==> config.mk <==
export PLATFORM = sky130hd
export DESIGN_NAME = draw_board_bg_flat
export DESIGN_NICKNAME = d
export VERILOG_FILES = /design/src/rtl/draw_board_bg_if.sv /design/src/rtl/draw_board_bg.sv /design/src/flat_wrapper.sv
export SDC_FILE = /design/constraint.sdc
export NUM_CORES = 1
export LEC_CHECK = 0
export BUFFER_PORTS_ARGS = -buffer_cell sky130_fd_sc_hd__buf_2
export CAP_MARGIN = 20
export CORE_ASPECT_RATIO = 2
export CORE_UTILIZATION = 50
export CTS_CLUSTER_SIZE = 16
export DETAILED_ROUTE_END_ITERATION = 10
export HOLD_SLACK_MARGIN = 0.08
export PLACE_DENSITY = 0.76
export SLEW_MARGIN = 20
export SYNTH_ARGS = -nofsm -noshare
export SYNTH_HDL_FRONTEND = slang
export SYNTH_SLANG_ARGS = --single-unit
==> constraint.sdc <==
create_clock -name clk -period 5 [get_ports clk]
set_clock_uncertainty 0.05 [all_clocks]
set_input_delay 1.25 -clock clk [delete_from_list [all_inputs] [get_ports clk]]
set_output_delay 1.25 -clock clk [all_outputs]
set_load 0.02 [all_outputs]
==> src/rtl/draw_board_bg_if.sv <==
`default_nettype none
// ============================================================================
// Module      : vga_pkg / vga_if
// Description : Shared VGA constants and the timing+colour bundle passed
//               between stages of the video pipeline.
// Revision    : 1.0 - initial release
// ============================================================================

package vga_pkg;
    localparam int          HOR_PIXELS       = 800;
    localparam int          VER_PIXELS       = 600;
    localparam logic [11:0] BACKGROUND_COLOR = 12'h444;
endpackage

interface vga_if;
    logic [10:0] vcount;
    logic        vsync;
    logic        vblnk;
    logic [10:0] hcount;
    logic        hsync;
    logic        hblnk;
    logic [11:0] rgb;

    // Producer side of a pipeline link
    modport master (output vcount, vsync, vblnk, hcount, hsync, hblnk, rgb);
    // Consumer side of a pipeline link
    modport slave  (input  vcount, vsync, vblnk, hcount, hsync, hblnk, rgb);
endinterface

`default_nettype wire

==> src/rtl/draw_board_bg.sv <==
`default_nettype none
// ============================================================================
// Module      : draw_board_bg
// Description : Background stage. Paints screen edges and a CELLS x CELLS
//               board (grid, checker fill, cursor) behind later stages and
//               exports the cell coordinates of each output pixel.
//               Two-cycle latency, no dividers (running cell counters).
// Revision    : 1.0 - initial release
// ============================================================================

module draw_board_bg
    import vga_pkg::*;
#(
    parameter int unsigned BOARD_X0     = 64,
    parameter int unsigned BOARD_Y0     = 64,
    parameter int unsigned CELL_SIZE    = 32,
    parameter int unsigned CELLS        = 10,
    parameter int unsigned LINE_W       = 1,
    parameter int unsigned BORDER_W     = 4,
    parameter logic [11:0] GRID_COLOR   = 12'hfff,
    parameter logic [11:0] CELL_A       = 12'h03a,
    parameter logic [11:0] CELL_B       = 12'h025,
    parameter logic [11:0] CURSOR_COLOR = 12'hfa0
) (
    input  wire logic       clk,
    input  wire logic       rst,
    vga_if.slave            in,
    vga_if.master           out,
    input  wire logic [1:0] mode,
    input  wire logic [3:0] cursor_col,
    input  wire logic [3:0] cursor_row,
    output logic      [3:0] cell_col,
    output logic      [3:0] cell_row,
    output logic            in_board
);

    // Internal counters are 5 bits so that CELLS == 15 (closing line index)
    // never collides with the "outside" code.
    localparam logic [4:0]  OUTSIDE  = 5'h1f;
    localparam logic [4:0]  CELLS_C  = 5'(CELLS);
    localparam logic [3:0]  CELLS_4  = 4'(CELLS);
    localparam logic [10:0] X0       = 11'(BOARD_X0);
    localparam logic [10:0] Y0       = 11'(BOARD_Y0);
    localparam logic [10:0] CS_M1    = 11'(CELL_SIZE - 1);
    localparam logic [10:0] LW       = 11'(LINE_W);
    localparam logic [10:0] LW_M1    = 11'(LINE_W - 1);
    localparam logic [10:0] BW       = 11'(BORDER_W);
    localparam logic [10:0] RIGHT_E  = 11'(HOR_PIXELS - BORDER_W);
    localparam logic [10:0] BOTTOM_E = 11'(VER_PIXELS - BORDER_W);

    generate
        if (BOARD_X0 + CELLS * CELL_SIZE + LINE_W > HOR_PIXELS) begin : g_check_x
            $error("draw_board_bg: board exceeds HOR_PIXELS");
        end
        if (BOARD_Y0 + CELLS * CELL_SIZE + LINE_W > VER_PIXELS) begin : g_check_y
            $error("draw_board_bg: board exceeds VER_PIXELS");
        end
    endgenerate

    // One step of a cell counter: pixel-in-cell, then cell index, then the
    // closing line, then parked at OUTSIDE until re-armed by the caller.
    function automatic logic [15:0] step(input logic [4:0] c, input logic [10:0] p);
        logic [4:0]  cn;
        logic [10:0] pn;
        cn = c;
        pn = p;
        if (c < CELLS_C) begin
            if (p == CS_M1) begin
                pn = '0;
                cn = c + 5'd1;
            end else begin
                pn = p + 11'd1;
            end
        end else if (c == CELLS_C) begin
            if (p == LW_M1) begin
                pn = '0;
                cn = OUTSIDE;
            end else begin
                pn = p + 11'd1;
            end
        end
        return {cn, pn};
    endfunction

    // Upstream rgb is replaced by this stage
    logic unused_rgb;
    assign unused_rgb = ^in.rgb;

    // Shadow registers (frame-stable controls)
    logic [1:0]  mode_q, mode_d;
    logic [3:0]  cur_col_q, cur_col_d, cur_row_q, cur_row_d;
    // Stage 1
    logic [4:0]  col_q, col_d, row_q, row_d;
    logic [10:0] px_q, px_d, py_q, py_d;
    logic [10:0] s1_hcount_q, s1_hcount_d, s1_vcount_q, s1_vcount_d;
    logic        s1_hsync_q, s1_hsync_d, s1_vsync_q, s1_vsync_d;
    logic        s1_hblnk_q, s1_hblnk_d, s1_vblnk_q, s1_vblnk_d;
    logic        grid_q, grid_d, cur_hit_q, cur_hit_d, par_q, par_d;
    logic        s1_board_q, s1_board_d;
    logic [3:0]  s1_cell_col_q, s1_cell_col_d, s1_cell_row_q, s1_cell_row_d;
    // Stage 2
    logic [10:0] o_hcount_q, o_hcount_d, o_vcount_q, o_vcount_d;
    logic        o_hsync_q, o_hsync_d, o_vsync_q, o_vsync_d;
    logic        o_hblnk_q, o_hblnk_d, o_vblnk_q, o_vblnk_d;
    logic [11:0] o_rgb_q, o_rgb_d;
    logic [3:0]  o_cell_col_q, o_cell_col_d, o_cell_row_q, o_cell_row_d;
    logic        o_board_q, o_board_d;

    // Shadow sampling, cell counters and stage-1 flags
    always_comb begin
        mode_d    = mode_q;
        cur_col_d = cur_col_q;
        cur_row_d = cur_row_q;
        if (in.vblnk && !s1_vblnk_q) begin
            mode_d    = mode;
            cur_col_d = cursor_col;
            cur_row_d = cursor_row;
        end

        if (in.hcount == X0) begin
            col_d = 5'd0;
            px_d  = 11'd0;
        end else begin
            {col_d, px_d} = step(col_q, px_q);
        end

        row_d = row_q;
        py_d  = py_q;
        if (in.hcount == 11'd0) begin
            if (in.vcount == Y0) begin
                row_d = 5'd0;
                py_d  = 11'd0;
            end else begin
                {row_d, py_d} = step(row_q, py_q);
            end
        end

        s1_hcount_d   = in.hcount;
        s1_vcount_d   = in.vcount;
        s1_hsync_d    = in.hsync;
        s1_vsync_d    = in.vsync;
        s1_hblnk_d    = in.hblnk;
        s1_vblnk_d    = in.vblnk;
        s1_board_d    = (col_d <= CELLS_C) && (row_d <= CELLS_C);
        grid_d        = (px_d < LW) || (py_d < LW);
        par_d         = col_d[0] ^ row_d[0];
        cur_hit_d     = (col_d == {1'b0, cur_col_q}) && (row_d == {1'b0, cur_row_q})
                        && (cur_col_q < CELLS_4) && (cur_row_q < CELLS_4);
        s1_cell_col_d = (s1_board_d && col_d < CELLS_C && row_d < CELLS_C) ? col_d[3:0] : 4'hf;
        s1_cell_row_d = (s1_board_d && col_d < CELLS_C && row_d < CELLS_C) ? row_d[3:0] : 4'hf;
    end

    // Stage 2: colour priority and output alignment
    always_comb begin
        o_hcount_d   = s1_hcount_q;
        o_vcount_d   = s1_vcount_q;
        o_hsync_d    = s1_hsync_q;
        o_vsync_d    = s1_vsync_q;
        o_hblnk_d    = s1_hblnk_q;
        o_vblnk_d    = s1_vblnk_q;
        o_cell_col_d = s1_cell_col_q;
        o_cell_row_d = s1_cell_row_q;
        o_board_d    = s1_board_q;
        o_rgb_d      = BACKGROUND_COLOR;
        if (s1_vblnk_q || s1_hblnk_q)            o_rgb_d = 12'h000;
        else if (s1_vcount_q < BW)               o_rgb_d = 12'hff0;
        else if (s1_vcount_q >= BOTTOM_E)        o_rgb_d = 12'hf00;
        else if (s1_hcount_q < BW)               o_rgb_d = 12'h0f0;
        else if (s1_hcount_q >= RIGHT_E)         o_rgb_d = 12'h00f;
        else if (!s1_board_q || mode_q == 2'd0)  o_rgb_d = BACKGROUND_COLOR;
        else if (grid_q)                         o_rgb_d = GRID_COLOR;
        else if (mode_q == 2'd3 && cur_hit_q)    o_rgb_d = CURSOR_COLOR;
        else if (mode_q >= 2'd2)                 o_rgb_d = par_q ? CELL_B : CELL_A;
    end

    // All state, cleared asynchronously
    always_ff @(posedge clk or posedge rst) begin
        if (rst) begin
            mode_q        <= 2'd0;
            cur_col_q     <= 4'd0;
            cur_row_q     <= 4'd0;
            col_q         <= OUTSIDE;
            row_q         <= OUTSIDE;
            px_q          <= '0;
            py_q          <= '0;
            s1_hcount_q   <= '0;
            s1_vcount_q   <= '0;
            s1_hsync_q    <= 1'b0;
            s1_vsync_q    <= 1'b0;
            s1_hblnk_q    <= 1'b0;
            s1_vblnk_q    <= 1'b0;
            grid_q        <= 1'b0;
            cur_hit_q     <= 1'b0;
            par_q         <= 1'b0;
            s1_board_q    <= 1'b0;
            s1_cell_col_q <= 4'hf;
            s1_cell_row_q <= 4'hf;
            o_hcount_q    <= '0;
            o_vcount_q    <= '0;
            o_hsync_q     <= 1'b0;
            o_vsync_q     <= 1'b0;
            o_hblnk_q     <= 1'b0;
            o_vblnk_q     <= 1'b0;
            o_rgb_q       <= 12'h000;
            o_cell_col_q  <= 4'hf;
            o_cell_row_q  <= 4'hf;
            o_board_q     <= 1'b0;
        end else begin
            mode_q        <= mode_d;
            cur_col_q     <= cur_col_d;
            cur_row_q     <= cur_row_d;
            col_q         <= col_d;
            row_q         <= row_d;
            px_q          <= px_d;
            py_q          <= py_d;
            s1_hcount_q   <= s1_hcount_d;
            s1_vcount_q   <= s1_vcount_d;
            s1_hsync_q    <= s1_hsync_d;
            s1_vsync_q    <= s1_vsync_d;
            s1_hblnk_q    <= s1_hblnk_d;
            s1_vblnk_q    <= s1_vblnk_d;
            grid_q        <= grid_d;
            cur_hit_q     <= cur_hit_d;
            par_q         <= par_d;
            s1_board_q    <= s1_board_d;
            s1_cell_col_q <= s1_cell_col_d;
            s1_cell_row_q <= s1_cell_row_d;
            o_hcount_q    <= o_hcount_d;
            o_vcount_q    <= o_vcount_d;
            o_hsync_q     <= o_hsync_d;
            o_vsync_q     <= o_vsync_d;
            o_hblnk_q     <= o_hblnk_d;
            o_vblnk_q     <= o_vblnk_d;
            o_rgb_q       <= o_rgb_d;
            o_cell_col_q  <= o_cell_col_d;
            o_cell_row_q  <= o_cell_row_d;
            o_board_q     <= o_board_d;
        end
    end

    assign out.hcount = o_hcount_q;
    assign out.vcount = o_vcount_q;
    assign out.hsync  = o_hsync_q;
    assign out.vsync  = o_vsync_q;
    assign out.hblnk  = o_hblnk_q;
    assign out.vblnk  = o_vblnk_q;
    assign out.rgb    = o_rgb_q;
    assign cell_col   = o_cell_col_q;
    assign cell_row   = o_cell_row_q;
    assign in_board   = o_board_q;

endmodule

`default_nettype wire

==> src/flat_wrapper.sv <==
// flat-port wrapper written by rule: the top's interface ports become plain ports
module draw_board_bg_flat import vga_pkg::*;
#(
    parameter int unsigned BOARD_X0     = 64,
    parameter int unsigned BOARD_Y0     = 64,
    parameter int unsigned CELL_SIZE    = 32,
    parameter int unsigned CELLS        = 10,
    parameter int unsigned LINE_W       = 1,
    parameter int unsigned BORDER_W     = 4,
    parameter logic [11:0] GRID_COLOR   = 12'hfff,
    parameter logic [11:0] CELL_A       = 12'h03a,
    parameter logic [11:0] CELL_B       = 12'h025,
    parameter logic [11:0] CURSOR_COLOR = 12'hfa0
)
  (clk, rst, mode, cursor_col, cursor_row, cell_col, cell_row, in_board, in_vcount, in_vsync, in_vblnk, in_hcount, in_hsync, in_hblnk, in_rgb, out_vcount, out_vsync, out_vblnk, out_hcount, out_hsync, out_hblnk, out_rgb);
  vga_if in_i ();
  vga_if out_i ();
  input  wire logic clk;
  input  wire logic rst;
  input  wire logic [1:0] mode;
  input  wire logic [3:0] cursor_col;
  input  wire logic [3:0] cursor_row;
  output logic      [3:0] cell_col;
  output logic      [3:0] cell_row;
  output logic in_board;
  input wire logic [$bits(in_i.vcount)-1:0] in_vcount;
  input wire logic [$bits(in_i.vsync)-1:0] in_vsync;
  input wire logic [$bits(in_i.vblnk)-1:0] in_vblnk;
  input wire logic [$bits(in_i.hcount)-1:0] in_hcount;
  input wire logic [$bits(in_i.hsync)-1:0] in_hsync;
  input wire logic [$bits(in_i.hblnk)-1:0] in_hblnk;
  input wire logic [$bits(in_i.rgb)-1:0] in_rgb;
  output wire logic [$bits(out_i.vcount)-1:0] out_vcount;
  output wire logic [$bits(out_i.vsync)-1:0] out_vsync;
  output wire logic [$bits(out_i.vblnk)-1:0] out_vblnk;
  output wire logic [$bits(out_i.hcount)-1:0] out_hcount;
  output wire logic [$bits(out_i.hsync)-1:0] out_hsync;
  output wire logic [$bits(out_i.hblnk)-1:0] out_hblnk;
  output wire logic [$bits(out_i.rgb)-1:0] out_rgb;
  assign in_i.vcount = in_vcount;
  assign in_i.vsync = in_vsync;
  assign in_i.vblnk = in_vblnk;
  assign in_i.hcount = in_hcount;
  assign in_i.hsync = in_hsync;
  assign in_i.hblnk = in_hblnk;
  assign in_i.rgb = in_rgb;
  assign out_vcount = out_i.vcount;
  assign out_vsync = out_i.vsync;
  assign out_vblnk = out_i.vblnk;
  assign out_hcount = out_i.hcount;
  assign out_hsync = out_i.hsync;
  assign out_hblnk = out_i.hblnk;
  assign out_rgb = out_i.rgb;
  draw_board_bg #(.BOARD_X0(BOARD_X0), .BOARD_Y0(BOARD_Y0), .CELL_SIZE(CELL_SIZE), .CELLS(CELLS), .LINE_W(LINE_W), .BORDER_W(BORDER_W), .GRID_COLOR(GRID_COLOR), .CELL_A(CELL_A), .CELL_B(CELL_B), .CURSOR_COLOR(CURSOR_COLOR)) u_core (.clk(clk), .rst(rst), .in(in_i), .out(out_i), .mode(mode), .cursor_col(cursor_col), .cursor_row(cursor_row), .cell_col(cell_col), .cell_row(cell_row), .in_board(in_board));
endmodule
# After elaboration in Yosys (flattened, before gate mapping)
# Cells that the tools add are included.
# word_totals
input_bits	50
reg_bits	127
output_inout_bits	47
wordCells	109
# classes
muxes	34
bitwise_logic	1
reduce_logical	17
add_sub_neg	4
n_lt_le_gt_ge	15
n_eq_ne	9
# ops
op	count
two-way mux 11 bit	11
two-way mux 12 bit	9
two-way mux 5 bit	12
zero test 11 bit	3
adder 11 x 1 -> 11 bit, second input constant	2
== test 11 x 5 -> 1 bit, second input constant	2
== test 11 x 7 -> 1 bit, second input constant	2
>= comparator 11 x 10 -> 1 bit, second input constant	2
less-than comparator 11 x 1 -> 1 bit, second input constant	2
less-than comparator 11 x 3 -> 1 bit, second input constant	2
less-than comparator 5 x 4 -> 1 bit, second input constant	4
adder 5 x 1 -> 5 bit, second input constant	2
== test 5 x 4 -> 1 bit	2
== test 5 x 4 -> 1 bit, second input constant	2
<= comparator 5 x 4 -> 1 bit, second input constant	2
logical AND 1 bit	8
less-than comparator 4 bit, second input constant	2
two-way mux 4 bit	2
logical OR 1 bit	3
== test 2 bit, second input constant	1
>= comparator 2 bit, second input constant	1
zero test 1 bit	2
zero test 2 bit	1
bitwise XOR 1 bit	1

# Longest topological paths before layout
# Gate-level depths: netlist of run 1.
# depth
ltp_word	11
ltp_mapped	11
depth_no_buf	10

# Least setup slack after synthesis of run 1
# No wires, ideal clock.
# synth_timing
path_type	input -> register
startpoint	input port in_hcount[1]
endpoint	register u_core.grid_q
t_arrival_ps	3191
n_path_buf	0
required_ps	4847
path_slack_ps	1655
setup_time_ps	103
cell_stages	7
path_cell_list	nor4_4 > nand4b_4 > o31ai_1 > a22oi_1 > a2111oi_2 > or4b_1 > o41ai_2
# synth_between
elab_chain_cells	4
word_cells_on_any_way	7
classes_between	2 x order compare; 1 x eq/ne; 2 x mux; 2 x reduce/logical
# synth_rtl
element	line	text
from (decl)	flat_wrapper.sv:29	input wire logic [$bits(in_i.hcount)-1:0] in_hcount;
zero test 11 bit	draw_board_bg.sv:129	if (in.hcount == 11'd0) begin
two-way mux 11 bit	draw_board_bg.sv:129	
via u_core.py_d[3]	draw_board_bg.sv:94	logic [10:0] px_q, px_d, py_q, py_d;
less-than comparator 11 x 1 -> 1 bit	draw_board_bg.sv:145	grid_d = (px_d < LW) || (py_d < LW);
logical OR 1 bit	draw_board_bg.sv:145	
via u_core.grid_d	draw_board_bg.sv:98	logic grid_q, grid_d, cur_hit_q, cur_hit_d, par_q, par_d;
to (signal assigned)	draw_board_bg.sv:222	grid_q <= grid_d;
to (decl)	draw_board_bg.sv:98	
# The timed path passes the listed nets, and every way through them passes these cells.
# A chain may end at the register's enable or synchronous reset.

# Worst setup path after layout of run 1
# layout_timing
startpoint	input port in_vcount[1]
endpoint	register u_core.grid_q
# layout_between
elab_chain_cells	5
# layout_rtl
element	line	text
from (decl)	flat_wrapper.sv:26	input wire logic [$bits(in_i.vcount)-1:0] in_vcount;
== test 11 x 7 -> 1 bit	draw_board_bg.sv:130	if (in.vcount == Y0) begin
two-way mux 11 bit	draw_board_bg.sv:130	
two-way mux 11 bit	draw_board_bg.sv:129	
via u_core.py_d[3]	draw_board_bg.sv:94	
less-than comparator 11 x 1 -> 1 bit	draw_board_bg.sv:145	
logical OR 1 bit	draw_board_bg.sv:145	
via u_core.grid_d	draw_board_bg.sv:98	
# The timed path passes the listed nets, and every way through them passes these cells.

==> results.toml, run 1 <==
[final_layout]
final_nets = 642
n_fill_cell = 839
drive_gt1_frac = 0.2982
area_growth_pct = 19.23
fin_cells = 738

[grt]
grt_pass1_wl_um = 21880
antenna_found_initial = 1
gr-usage-all-layers = 0.2514
grt_max_degree = 78
grt-ovfl-total = 0
grt_pass1_vias = 4358

[clocking]
cts_tree = "yes"
htree_levels = 4
cts_setup_buffers = 0
path_clk_slew_ns = 0.06
root_buffer = "clkbuf_16"
hold_buffers = 0
cts_buffer_depth = 2
cts_sinks = 124
cts_buffers = 17
clock_latency_ns = 0.42
cts_resized = 0

[power]
clockPowerShare = 0.412
p_seq_frac = 0.432
ir_drop_uv = 261.7
p_comb_frac = 0.156
swShare = 0.2996
intPower_mw = 2.010
p_per_area_nw_per_um2 = 434.1
switchingPower_uw = 859.5
p_total_mw = 2.869
leakage_nw = 3.024

[critical_path]
ff2ff_setup_slack_ns = 1.70
rr_worst_depth = 8
start_kind = "input port"
path_max_fanout = 6
worstPathArrival_ns = 3.96
worst_ep_required_time_ns = 5.26
crit_start = "in_vcount[1]"
worstReg2RegStart = "u_core.row_q[0]"
rr_endpoint = "u_core.grid_q"
critPathCapture = "u_core.grid_q"
path_class = "in2reg"
critPathCaptureType = "flop"

[routing]
vias_per_cell = 5.869
routed-wl-met3_um = 452
firstDrtPassIters = 7
wl_um = 13420
initialDrtViolationCount = 287
routed-via-count = 4331
wl_met1_um = 4666
route.top_layer_used = "met4"
route.met2.wl_um = 7783
ant_nets = 0
drc = 0
wire_per_inst_um = 18.19

[synthesis]
syn-num-nets = 555
synth_warnings = 0
synth_compound_area_frac = 0.1474
synth.mux.area_fraction = 0.02415
synthArstFlopShare = 1.000
synthDistinctLibCells = 77
yosys.area.top_type_share = 0.4423
syn_avg_cell_area_um2 = 11.16
synth-simple-area-share = 0.1963
synth_fa_ha_area_frac = 0.01805
synth_edf_count = 0
synth_most_common_cell = "dfrtp_1"
synth-seq-cells = 124
synth_top_family_by_area = "simple AND/OR/NAND/NOR gates"
synth_ff_type = "dfrtp_1"
syn_area_um2 = 5544
synth_xor_area_frac = 0.01422
synth_area_leaders = "dfrtp_1 44%, dfstp_2 12%, nand2_1 3.0%"
synthTopCellsByCount = "98 x dfrtp_1, 45 x nand2_1, 31 x a21oi_1, 29 x nor2_1, 26 x dfstp_2"
synth_top_area_cell = "dfrtp_1"
syn_inst = 497
seq_area_frac_synth = 0.5656

[placed_design]
place.gp.congestion = 0.9238
dp_hpwl_um = 9643
port-buffer-count = 84
dp.cells = 705

[sta]
finalSetupViolCount = 0
max_slew.worst_pin.slew_ns = 1.034
setup-tns-final_ns = 0
finalMaxSlewViolations = 0
hold_viol = 0
relSlewSlack = 0.3090
min_period_ns = 3.700
rsz0062_at_grt = "false"
fmaxAchievable_mhz = 270.3
period_share = 0.7399

[hold_path]
hold_class = "reg2reg"

[status]
status = "completed"

[floorplan]
rows = 54
fp.dieH_um = 150.9
core_area_um2 = 10880
initial_core_util = 0.5097
boundaryPins = 97
die_area_um2 = 11540
die_w_um = 76.46

[flow_run]
drv_cap = 0
==> cell type report <==
class / count / area (um2) / share of cell area
clock buffers: 17 / 425.4 / 0.06436
diodes: 1 / 2.502 / 0.0003786
multi-input cells: 337 / 2218 / 0.3356
clock inverters: 15 / 147.6 / 0.02234
flip-flops and latches: 124 / 3136 / 0.4744
repair buffers: 86 / 435.4 / 0.06587
well taps: 140 / 175.2 / 0.02650
inverters: 18 / 70.07 / 0.01060
==> sequential cells by signal, indices dropped and copies added, names as in the netlist, 5 cells and up <==
name / flops
u_core.o_vcount_d: 11
u_core.px_q: 11
u_core.row_q: 5
u_core.py_q: 11
u_core.col_q: 5
u_core.out.rgb: 9
u_core.out.hcount: 11
u_core.out.vcount: 11
u_core.o_hcount_d: 11
==> power groups by stage <==
stage	Combinational (mW)	Sequential [mW]	Clock, mW
CTS	0.450	1.24	1.20
floorplan	0.292	1.25	0
detailed placement	0.446	1.25	0
finish	0.449	1.24	1.18
global route	0.498	1.25	1.25
global placement	0.429	1.25	0
==> kinds of logic (layout without fill, tap and decap cells) <==
| group | after synthesis | after routing |
|---|---|---|
| flip-flops | 124 | 124 |
| other | 0 | 1 |
| multiplexers | 12 | 12 |
| XOR/XNOR | 9 | 9 |
| adder cells (fa/ha/maj) | 8 | 8 |
| AO/OA/AOI/OAI | 121 | 121 |
| AND/OR/NAND/NOR | 187 | 187 |
| buffers and inverters | 36 | 136 |
==> layout by cell type, fill, tap and decap left out, types with 7 or more instances in the layout <==
cell type,synthesis,routed
dfstp_2,26,26
nor2_1,29,29
dfrtp_1,98,98
buf_2,1,84
nor3_1,11,11
o21ai_0,24,24
nand2_1,45,45
a21oi_1,31,31
nand4_1,10,10
inv_1,18,17
and3_1,13,13
a31oi_1,7,7
nand3_1,19,19
ha_1,8,8
mux2_2,11,11
nand2b_1,7,7
clkbuf_16,0,17
==> critical path: stages <==
cell and delay (ns):
buf_2 0.10, nor4_1 0.59, nand3_1 0.42, o211ai_2 0.22, a22oi_1 0.17, a2111oi_2 0.41, or4b_1 0.52, o41ai_2 0.28
==> stage by stage <==
| step | utilization | setup slack, ns | hold WS [ns] | instance area (um2) |
|---|---|---|---|---|
| 2_1_floorplan | - | 0.4438 | 0.2812 | 5544 |
| 3_3_place_gp | 0.5548 | 1.018 | 0.2816 | 6035 |
| 3_5_place_dp | 0.5548 | 0.9315 | 0.2902 | 6035 |
| 4_1_cts | 0.6074 | 1.313 | 0.3028 | 6608 |
| 5_1_grt | 0.6077 | 1.167 | 0.3068 | 6610 |
| 6_report | 0.6077 | 1.300 | 0.3033 | 6610 |
==> metal layers <==
layer  global-route usage  vias to the layer above
met5                    0                        -
met4               0.1442                        0
met3              0.05361                       43
met2               0.4761                      138
met1               0.2498                     2141
li1                     -                     2009
==> worst min-delay path by stage <==
| stage | start | to | slack, ns | depth (start not counted) |
|---|---|---|---|---|
| floorplan | u_core.o_hcount_d[0] | u_core.out.hcount[0] | 0.28 | 0 |
| global placement | u_core.o_vcount_d[1] | u_core.out.vcount[1] | 0.28 | 0 |
| detailed placement | u_core.o_hcount_d[1] | u_core.out.hcount[1] | 0.29 | 0 |
| CTS | u_core.o_cell_col_d[3] | u_core.cell_col[3] | 0.30 | 0 |
| global route | u_core.o_cell_col_d[3] | u_core.cell_col[3] | 0.31 | 0 |
| finish | u_core.o_vcount_d[1] | u_core.out.vcount[1] | 0.30 | 0 |
Note: power is estimated with default switching activity, not from simulation.
==> inputs of run 2 (changes only) <==
Settings changed: PLACE_DENSITY 0.76 to 0.79.
Clock period 5 ns to 3.16 ns, I/O delays scaled along.
==> results.toml, run 2 (synthesis results as in run 1) <==
[status]
status = "completed"

[clocking]
path_clk_slew_ns = 0.06
cts_tree = "yes"
cts_sinks = 124
hold_buffers = 0
clock_latency_ns = 0.42
root_buffer = "clkbuf_16"
cts_buffers = 17
cts_buffer_depth = 2
htree_levels = 4

[floorplan]
fp.dieH_um = 150.9
rows = 54
die_area_um2 = 11540
die_w_um = 76.46
boundaryPins = 97
core_area_um2 = 10880
initial_core_util = 0.5097

[critical_path]
critPathCaptureType = "flop"
worstPathArrival_ns = 3.27
worst_ep_required_time_ns = 3.42
critPathSlowestCell = "or4b_1"
path_class = "reg2reg"
path_cells = "ha_1, and4_2, nand4_1, o211ai_2, a22oi_1, a2111oi_2, or4b_1, o41ai_2"
path_max_fanout = 8
cpPeakStageDelay_ns = 0.49
start_kind = "flop"
ff2ff_setup_slack_ns = 0.15

[final_layout]
antenna_cells = 0
layout_commonest_cell = "dfrtp_1"
layout_common_cells = "98 x dfrtp_1, 84 x buf_2, 45 x nand2_1"
multi_input_area_um2 = 2220
drive_gt1_frac = 0.3247
area_growth_pct = 22.73
design_area_um2 = 6804
utilization = 0.6255
final_nets = 664
n_fill_cell = 826
seqCellArea_um2 = 3136

[grt]
grt-busiest-layer = "met2"
antenna_found_initial = 0
use_met1 = 0.2363
grt-ovfl-total = 0
grt_pass1_wl_um = 21830
grt_pass1_vias = 4608
grtUsageMet3 = 0.05663
grt_max_degree = 75
met2_usage = 0.4721
gr-usage-all-layers = 0.2482

[sta]
timing.hold.ws_ns = 0.2972
rsz0062_at_grt = "false"
fmaxAchievable_mhz = 332.4
relSlewSlack = 0.4165
finalSetupViolCount = 0
hold_viol = 0
max_slew.worst_pin.slew_ns = 0.8531
period_share = 0.9521
finalMaxSlewViolations = 0
min_period_ns = 3.009

[routing]
wire_per_inst_um = 17.56
routed-via-count = 4454
initialDrtViolationCount = 312
drc = 0
vias_per_cell = 5.868
firstDrtPassIters = 5
wl_um = 13330
ant_nets = 0

[flow_run]
drv_cap = 0

[placed_design]
place.gp.congestion = 0.9902
dp_hpwl_um = 9649
port-buffer-count = 84
dpl_cell_area_um2 = 6191

[power]
ir_drop_uv = 434.7
p_per_area_nw_per_um2 = 676.8
leakage_nw = 3.130

[hold_path]
hold_class = "reg2reg"
run 2: cell count changes in the layout (fill, tap and decap cells not counted), sizes merged:
cell      delta
buf         +22
bufinv       +1
clkinvlp     +3
diode        -1
inv          -4
run 2: report_power, final:
part	total, mW	switching (mW)	internal [mW]	leakage, nW
Combinational	0.718	0.422	0.296	1.40
Clock	1.92	0.749	1.17	0.280
Sequential	1.96	0.167	1.80	1.45
run 2: path summary, 6_finish.rpt:
kind	startpoint	to	cells past startpoint
worst max-delay path	u_core.py_q[0]	u_core.grid_q	8
worst min-delay path	u_core.o_vcount_d[1]	u_core.out.vcount[1]	0
worst max register to register	u_core.py_q[0]	u_core.grid_q	8
worst min register to register	u_core.o_vcount_d[1]	u_core.out.vcount[1]	0
max in group asynchronous	rst	u_core.px_q[9]	3
min in group asynchronous	rst	u_core.o_vsync_d	3
run 2: metal layers:
layer / share of wire / vias up
met5: 0 / -
met4: 0.043 / 0
met3: 0.035 / 47
met2: 0.58 / 168
met1: 0.34 / 2190
li1: - / 2049
run 2: layout make-up:
| class | count | area share |
|---|---|---|
| clock buffers | 17 | 0.06252 |
| multi-input cells | 337 | 0.3262 |
| repair buffers | 108 | 0.09011 |
| inverters | 18 | 0.01048 |
| well taps | 140 | 0.02574 |
| flip-flops and latches | 124 | 0.4608 |
| clock inverters | 15 | 0.02409 |
run 2: worst max-delay path, delay by kind of cell, from the launching register on:
| kind | cells | cell delay, ns |
|---|---|---|
| simple gates | 3 | 1.10 |
| compound gates | 4 | 1.03 |
| flops | 1 | 0.45 |
| fa+ha+maj | 1 | 0.26 |
run 2: what timing repair did:
item / CTS / global route
hold endpoints to repair: 0 / 0
gates resized for setup: 0 / 1
buffers inserted: 0 / 3
endpoints found under the setup margin: 0 / 1
run 2: per-stage QoR:
| stage | setup TNS, ns | total power, mW | setup WS, ns | cells |
|---|---|---|---|---|
| after CTS | 0 | 4.630 | 0.09109 | 756 |
| after detailed placement | -0.1602 | 2.695 | -0.09546 | 724 |
| after global placement | -0.04086 | 2.656 | -0.04086 | 724 |
| after global routing | 0 | 4.804 | 0.003017 | 759 |
| after floorplan | 0 | 2.445 | 0.2754 | 497 |
| final | 0 | 4.605 | 0.1513 | 759 |
